<file path="config.mk">
export PLATFORM = sky130hd
export DESIGN_NAME = interrupt_controller
export DESIGN_NICKNAME = d
export VERILOG_FILES = /design/src/rtl/interrupt_controller_pkg.sv /design/src/rtl/interrupt_controller_priority_encoder.sv /design/src/rtl/interrupt_controller.sv
export SDC_FILE = /design/constraint.sdc
export NUM_CORES = 1
export LEC_CHECK = 0
export ABC_AREA = 1
export CAP_MARGIN = 20
export CORE_MARGIN = 2
export CORE_UTILIZATION = 55
export CTS_CLUSTER_DIAMETER = 120
export DETAILED_ROUTE_END_ITERATION = 8
export DONT_BUFFER_PORTS = 1
export GPL_TIMING_DRIVEN = 0
export PLACE_DENSITY_LB_ADDON = 0.15
export SYNTH_ARGS = -nofsm -noshare
export SYNTH_HDL_FRONTEND = slang
export SYNTH_SLANG_ARGS = --single-unit
</file>
<file path="constraint.sdc">
create_clock -name clk_i -period 1.3 [get_ports clk_i]
set_clock_uncertainty 0.15 [all_clocks]
set_input_delay 0.065 -clock clk_i [delete_from_list [all_inputs] [get_ports clk_i]]
set_output_delay 0.065 -clock clk_i [all_outputs]
set_load 0.01 [all_outputs]
</file>
<file path="src/rtl/interrupt_controller_pkg.sv">
// Shared register map, FSM states and CLAIM word layout for the interrupt controller.
package interrupt_controller_pkg;

  localparam logic [2:0] ADDR_ENABLE  = 3'd0;
  localparam logic [2:0] ADDR_PENDING = 3'd1;
  localparam logic [2:0] ADDR_TRIGGER = 3'd2;
  localparam logic [2:0] ADDR_CLAIM   = 3'd3;
  localparam logic [2:0] ADDR_STATUS  = 3'd4;

  typedef enum logic {
    IDLE       = 1'b0,
    IN_SERVICE = 1'b1
  } state_e;

  typedef struct packed {
    logic        valid;
    logic [25:0] reserved;
    logic [4:0]  id;
  } claim_t;

  function automatic logic [31:0] strobe_mask(input logic [3:0] strobe);
    logic [31:0] mask;
    for (int b = 0; b < 4; b++) mask[b*8 +: 8] = {8{strobe[b]}};
    return mask;
  endfunction

endpackage

</file>
<file path="src/rtl/interrupt_controller_priority_encoder.sv">
// Fixed-priority arbiter: reports whether any request is set and the lowest set index.
module priority_encoder #(
  parameter int SOURCES = 8
) (
  input  logic [SOURCES-1:0] req_i,
  output logic               valid_o,
  output logic [4:0]         id_o
);

  always_comb begin
    valid_o = |req_i;
    id_o    = '0;
    // Scan downwards so the lowest index is the last one written.
    for (int i = SOURCES - 1; i >= 0; i--) begin
      if (req_i[i]) id_o = 5'(i);
    end
  end

endmodule

</file>
<file path="src/rtl/interrupt_controller.sv">
// Memory-mapped interrupt controller: per-source pending latches, fixed-priority
// arbitration and a claim/complete handshake towards the CPU.
//   state      | meaning
//   IDLE       | no interrupt in service; interrupt_o follows the arbitrated candidate
//   IN_SERVICE | one id claimed; interrupt_o held low until matching COMPLETE
module interrupt_controller
  import interrupt_controller_pkg::*;
#(
  parameter int SOURCES = 8
) (
  input  logic               clk_i,
  input  logic               rst_n_i,
  input  logic [SOURCES-1:0] irq_i,
  input  logic               write_i,
  input  logic [31:0]        write_data_i,
  input  logic [2:0]         write_address_i,
  input  logic [3:0]         write_strobe_i,
  output logic               write_error_o,
  input  logic               read_i,
  input  logic [2:0]         read_address_i,
  output logic [31:0]        read_data_o,
  output logic               read_error_o,
  output logic               interrupt_o
);

  logic [SOURCES-1:0] enable_q, enable_d;
  logic [SOURCES-1:0] pending_q, pending_d;
  logic [SOURCES-1:0] trigger_q, trigger_d;
  logic [SOURCES-1:0] prev_irq_q;
  logic [SOURCES-1:0] candidate, rise, w1c, claim_clr, wmask, wdata;
  state_e             state_q, state_d;
  logic [4:0]         in_service_id_q, in_service_id_d;
  logic               interrupt_q, interrupt_d;
  logic               win_valid;
  logic [4:0]         win_id;
  logic               claim_fire, id_match;
  logic [31:0]        mask32;
  claim_t             claim_rd;
  logic               unused_bits;

  assign mask32      = strobe_mask(write_strobe_i);
  assign wmask       = mask32[SOURCES-1:0];
  assign wdata       = write_data_i[SOURCES-1:0];
  assign unused_bits = ^{write_data_i, mask32};

  assign candidate = pending_q & enable_q;
  assign rise      = irq_i & ~prev_irq_q;

  priority_encoder #(.SOURCES(SOURCES)) u_prio (
    .req_i  (candidate),
    .valid_o(win_valid),
    .id_o   (win_id)
  );

  assign id_match   = (state_q == IN_SERVICE) && (write_data_i[4:0] == in_service_id_q);
  assign claim_fire = read_i && (read_address_i == ADDR_CLAIM) && (state_q == IDLE) && win_valid;

  assign write_error_o = write_i && ((write_address_i >= ADDR_STATUS) ||
                                     ((write_address_i == ADDR_CLAIM) && !id_match));
  assign read_error_o  = read_i && (read_address_i > ADDR_STATUS);

  always_comb begin
    enable_d  = enable_q;
    trigger_d = trigger_q;
    w1c       = '0;
    claim_clr = '0;
    pending_d = '0;
    if (write_i && write_address_i == ADDR_ENABLE)  enable_d  = (enable_q & ~wmask) | (wdata & wmask);
    if (write_i && write_address_i == ADDR_TRIGGER) trigger_d = (trigger_q & ~wmask) | (wdata & wmask);
    if (write_i && write_address_i == ADDR_PENDING) w1c       = wdata & wmask;
    // Edge sources: a new edge beats a same-cycle clear. Level sources track the line.
    for (int i = 0; i < SOURCES; i++) begin
      claim_clr[i] = claim_fire && (win_id == 5'(i));
      pending_d[i] = trigger_q[i] ? ((pending_q[i] & ~(w1c[i] | claim_clr[i])) | rise[i])
                                  : irq_i[i];
    end
  end

  always_comb begin
    state_d         = state_q;
    in_service_id_d = in_service_id_q;
    interrupt_d     = 1'b0;
    case (state_q)
      IDLE: begin
        interrupt_d = win_valid && !claim_fire;
        if (claim_fire) begin
          state_d         = IN_SERVICE;
          in_service_id_d = win_id;
        end
      end
      IN_SERVICE: begin
        if (write_i && write_address_i == ADDR_CLAIM && id_match) state_d = IDLE;
      end
    endcase
  end

  always_comb begin
    claim_rd    = '0;
    read_data_o = '0;
    if (state_q == IDLE && win_valid) begin
      claim_rd.valid = 1'b1;
      claim_rd.id    = win_id;
    end
    case (read_address_i)
      ADDR_ENABLE:  read_data_o = 32'(enable_q);
      ADDR_PENDING: read_data_o = 32'(pending_q);
      ADDR_TRIGGER: read_data_o = 32'(trigger_q);
      ADDR_CLAIM:   read_data_o = claim_rd;
      ADDR_STATUS:  read_data_o = {state_q == IN_SERVICE, 26'd0, in_service_id_q};
      default:      read_data_o = '0;
    endcase
    if (read_error_o) read_data_o = '0;
  end

  always_ff @(posedge clk_i or negedge rst_n_i) begin
    if (!rst_n_i) begin
      enable_q        <= '0;
      pending_q       <= '0;
      trigger_q       <= '1;
      prev_irq_q      <= '0;
      state_q         <= IDLE;
      in_service_id_q <= '0;
      interrupt_q     <= 1'b0;
    end else begin
      enable_q        <= enable_d;
      pending_q       <= pending_d;
      trigger_q       <= trigger_d;
      prev_irq_q      <= irq_i;
      state_q         <= state_d;
      in_service_id_q <= in_service_id_d;
      interrupt_q     <= interrupt_d;
    end
  end

  assign interrupt_o = interrupt_q;

endmodule
</file>
# [Yosys cells after proc, flatten, opt, wreduce, memory -nomap -nowiden]
# Cells that the tools add are included.
[word_totals] register_bits=39 inputBits=54 output_inout_bits=35 elab_cells=121
[op_classes] magnitude_cmp=2 n_eq_ne=15 muxes=25 n_bitwise=42 reduce_logical=30
[op_table] op="one-hot mux 32 bit (5 select lines)" n=1
[op_table] op="bitwise AND 8 bit" n=5
[op_table] op="2-to-1 mux 32 bit" n=1
[op_table] op="2-to-1 mux 3 bit" n=8
[op_table] op="logical AND 1 bit" n=22
[op_table] op="equality test 5 x 3 -> 1 bit (second input constant)" n=4
[op_table] op="inverter 8 bit" n=2
[op_table] op="OR 1 bit" n=16
[op_table] op="OR 8 bit" n=2
[op_table] op="equality test 3 x 2 -> 1 bit (second input constant)" n=4
[op_table] op="2-to-1 mux 1 bit" n=12
[op_table] op="equality test 5 x 2 -> 1 bit (second input constant)" n=2
[op_table] op="inverter 1 bit" n=9
[op_table] op="bitwise AND 1 bit" n=8
[op_table] op="2-to-1 mux 8 bit" n=1
[op_table] op="OR reduction 8 bit" n=1
[op_table] op="equality test 3 x 1 -> 1 bit (second input constant)" n=2
[op_table] op="zero test 3 bit" n=2
[op_table] op="equality test 5 x 1 -> 1 bit (second input constant)" n=1
[op_table] op="equality test 5 bit" n=1
[op_table] op="zero test 5 bit" n=1
[op_table] op="2-to-1 mux 5 bit" n=1
[op_table] op="equality test 3 bit (second input constant)" n=1
[op_table] op="greater-or-equal comparator 3 bit (second input constant)" n=1
[op_table] op="other kinds (5)" n=6

# [Logic depth before layout (Yosys ltp)]
[depth] ltp_word=16 ltp_mapped=12 depth_no_buf=12

# [Hierarchy]
# A second synthesis with hierarchy kept.
[hier_totals] cells_unflattened=338 area_unflattened_um2=2439.8
[by_module_without_submodules] module="interrupt_controller" instances=1 cells_per_inst=313 area_per_inst_um2=2322.2 seq_area_each_um2=985.9
[by_module_without_submodules] module="priority_encoder" instances=1 cells_per_inst=25 area_per_inst_um2=117.6 seq_area_each_um2=0.0

# [Worst setup path after synthesis]
# No wires, ideal clock.
[synth_path] path_kind="register to output" from="register with a tool-made name" to="output read_data_o[1]" arrival_ps=1178 required_time_ps=1085 path_slack_ps=-93 path_stages_with_launch=9 path_buffers=0 cell_sequence="dfrtp_1 > nand2_4 > nand2_4 > nor2_4 > inv_2 > o21ai_2 > nor2_1 > nand2_2 > o211ai_1"
[synth_lines] item="end: declaration" line="interrupt_controller.sv:21" text="output logic [31:0] read_data_o,"

==> out/results.txt <==
max-cap violation count: 0
Cell variety after synth: 31
Ys Warns: 0
GPL Wtd Cong: 0.911
Least-Margin Pin Slew: 568 ps
largest net degree at the start of global routing: 38
Core Footprint: 3720 um2
Reg2Reg Launch Point: pending_q[7]
worst setup margin: -558 ps
Port Buffers: 0
CTS tree: built
Detailed Place HPWL: 3680 um
final instance area: 3190 um2
Arr. time, crit path: 1640 ps
initial drt markers: 316
peak supply drop: 0.985 mV
syn_area_per_cell: 7.74 um2
Worst Hold Launch: read_address_i[1]
DRT Pass-1 Iters: 5
Avg Vias per Cell: 5.81
Worst Reg-to-Reg Cells: 13
clk sinks: 37
Startpoint Class: register
global-route wire length before repair: 10100 um
post-synthesis sequential area ratio: 0.436
CTS HTree Levels: 2
clock buffer depth: 2
setup violators final: 23
# rows: 22
GRT Residual Overflow: 0
initial antenna violation count: 0
Starting Density: 0.577
Die Y: 66.4 um
cts hold-fix bufs: 23
die width: 66.4 um
total power: 4.37 mW
Final Hold Viols: 1
final hold slack: -85.7 ps
post-layout util: 0.857
Worst Hold Class: in -> reg
total CTS buffers: 5
Seq cells post-synth: 37
Nets: 418
Syn Inst Count: 277
Max Slew Vio Count: 0
share of post-route cells with drive strength above 1: 0.400
final wirelength: 7820 um
Pwr per Cell Area: 1370 nW/um2
Worst-path clk slew: 80 ps
slowest cell on the critical path: dfrtp_1
Worst path max stage delay: 410 ps
crit path max fanout: 3
fmax: 538 MHz
cell mode on critical path: nand2_2
Post-Syn Area: 2140 um2
RSZ-0062 raised after global routing: true
Ports: 89
Clock Latency Late Sink: 300 ps
DR DRC count: 0
Final Cycle Share: 1.43
status: finished, violations left
Lkg Pwr: 1.52 nW
critical path class: reg -> out
Rel. slew slack: 0.621
P&R area growth vs syn: 48.5%
Register-to-Register Setup Slack: -450 ps
Final Critical Period: 1860 ps
critical-path cell list: nand2_2 -> nand2_2 -> nand2_2 -> nand2_2 -> nand2_2 -> nand2_2 -> nand2_2 -> nand2_4 -> o21ai_4
number of diodes: 0
WL per Instance: 18.9 um
Area after DPL: 2310 um2
worst hold stages: 3
Worst Hold Path EP: interrupt_o
Total GRT Usage: 0.313
Setup crit end kind: output pin
violated checks: hold timing, setup timing
Root Buffer: clkbuf_8
R2R Path End: pending_q[6]
vias: 2401
die area: 4410 um2
vias in the first global route: 2242
Antenna Violating Nets Remaining: 0
Worst Path Required: 1090 ps
[power breakdown]
group / internal, mW / leakage (nW) / switching, mW
combinational: 0.861 / 1.05 / 1.10
sequential: 1.41 / 0.432 / 0.203
clock: 0.371 / 0.0450 / 0.423
[stage by stage]
| stage | setup WS [ps] | hold WS [ps] | cells | TNS, ps |
|---|---|---|---|---|
| 6_report | -558 | -85.7 | 413 | -7790 |
| 5_1_grt | -606 | -74.3 | 413 | -8710 |
| 4_1_cts | -377 | -117 | 402 | -4510 |
| 3_5_place_dp | -197 | -380 | 347 | -3180 |
| 3_3_place_gp | -186 | -380 | 347 | -2660 |
| 2_1_floorplan | -34.4 | -381 | 299 | -396 |
[synthesized netlist by cell type]
master,number,share of area
nand2_1,77,0.13
inv_1,38,0.067
dfrtp_1,29,0.34
buf_4,23,0.081
nor3_1,16,0.037
o21ai_0,16,0.037
nand3_1,9,0.021
dfstp_2,8,0.098
nor2_1,8,0.014
inv_2,6,0.011
nand4_1,6,0.018
o221ai_1,6,0.025
nand2_2,4,0.012
nor2_2,4,0.012
o21ai_1,4,0.0093
o22ai_1,4,0.012
a21oi_1,2,0.0047
buf_2,2,0.0047
nand2_4,2,0.011
o21ai_2,2,0.0082
a21oi_4,1,0.0076
a32o_1,1,0.0047
conb_1,1,0.0017
nand3_2,1,0.0047
nor2_4,1,0.0053
nor3_2,1,0.0047
o2111ai_1,1,0.0041
o211ai_1,1,0.0035
o21bai_1,1,0.0035
o31ai_1,1,0.0035
xnor2_1,1,0.0041
[repair_timing]
| item | in CTS | in global routing |
|---|---|---|
| setup endpoints to repair | 22 | 23 |
| gates resized for setup | 41 | 28 |
| hold endpoints to repair | 72 | 1 |
| pin swaps | 20 | 19 |
| setup buffers | 24 | 14 |
[cell usage in the layout, fill, tap and decap left out, types with 6 or more instances in the layout]
| cell type | n |
|---|---|
| dlygate4sd3_1 | 22 |
| nand4_1 | 6 |
| inv_1 | 29 |
| nand3_2 | 6 |
| buf_6 | 7 |
| conb_1 | 23 |
| dfrtp_1 | 29 |
| nand2_1 | 60 |
| inv_2 | 12 |
| dfstp_2 | 8 |
| nand2_2 | 19 |
| buf_4 | 51 |
| nor3_1 | 16 |
| o21ai_0 | 16 |
[worst max path at each step]
stage / start / end / slack [ps] / cells past startpoint
finish: register / read_data_o[0] / -560 / 9
global placement: register / read_data_o[0] / -190 / 9
global route: pending_q[6] / read_data_o[0] / -610 / 9
floorplan: register / pending_q[2] / -30 / 12
detailed placement: register / pending_q[5] / -200 / 8
CTS: register / read_data_o[1] / -380 / 8
[critical path, delay by kind of cell, from the launching register on]
family	cells	cell delay, ps
DFF	1	410
and+or+nand+nor	8	730
AOI/OAI and AO/OA	1	190
[cells by family (layout without fill, tap and decap cells)]
logic type,after synthesis,count (layout),synth area share
AOI/OAI and AO/OA,40,40,0.123
other,1,23,0.00175
buffers and inverters,69,135,0.162
xor gates and xnor gates,1,1,0.00408
and+or+nand+nor,129,129,0.273
DFF,37,37,0.436
[layer usage]
| layer | GRT usage | part of all wire | up-vias |
|---|---|---|---|
| met5 | 0 | 0 | - |
| met4 | 0.189 | 0.072 | 0 |
| met3 | 0.0750 | 0.11 | 59 |
| met2 | 0.531 | 0.48 | 212 |
| met1 | 0.354 | 0.34 | 1112 |
| li1 | - | - | 1018 |
[final cells by class]
cell class	instances	area [um2]
Multi-Input combinational cell	193	1220
Sequential cell	37	936
Fill cell	210	531
Timing Repair Buffer	58	529
Buffer	25	183
Inverter	44	173
Clock buffer	6	72.6
Tap cell	48	60.1
Clock inverter	2	10.0
Note: power is estimated with default switching activity, not from simulation.
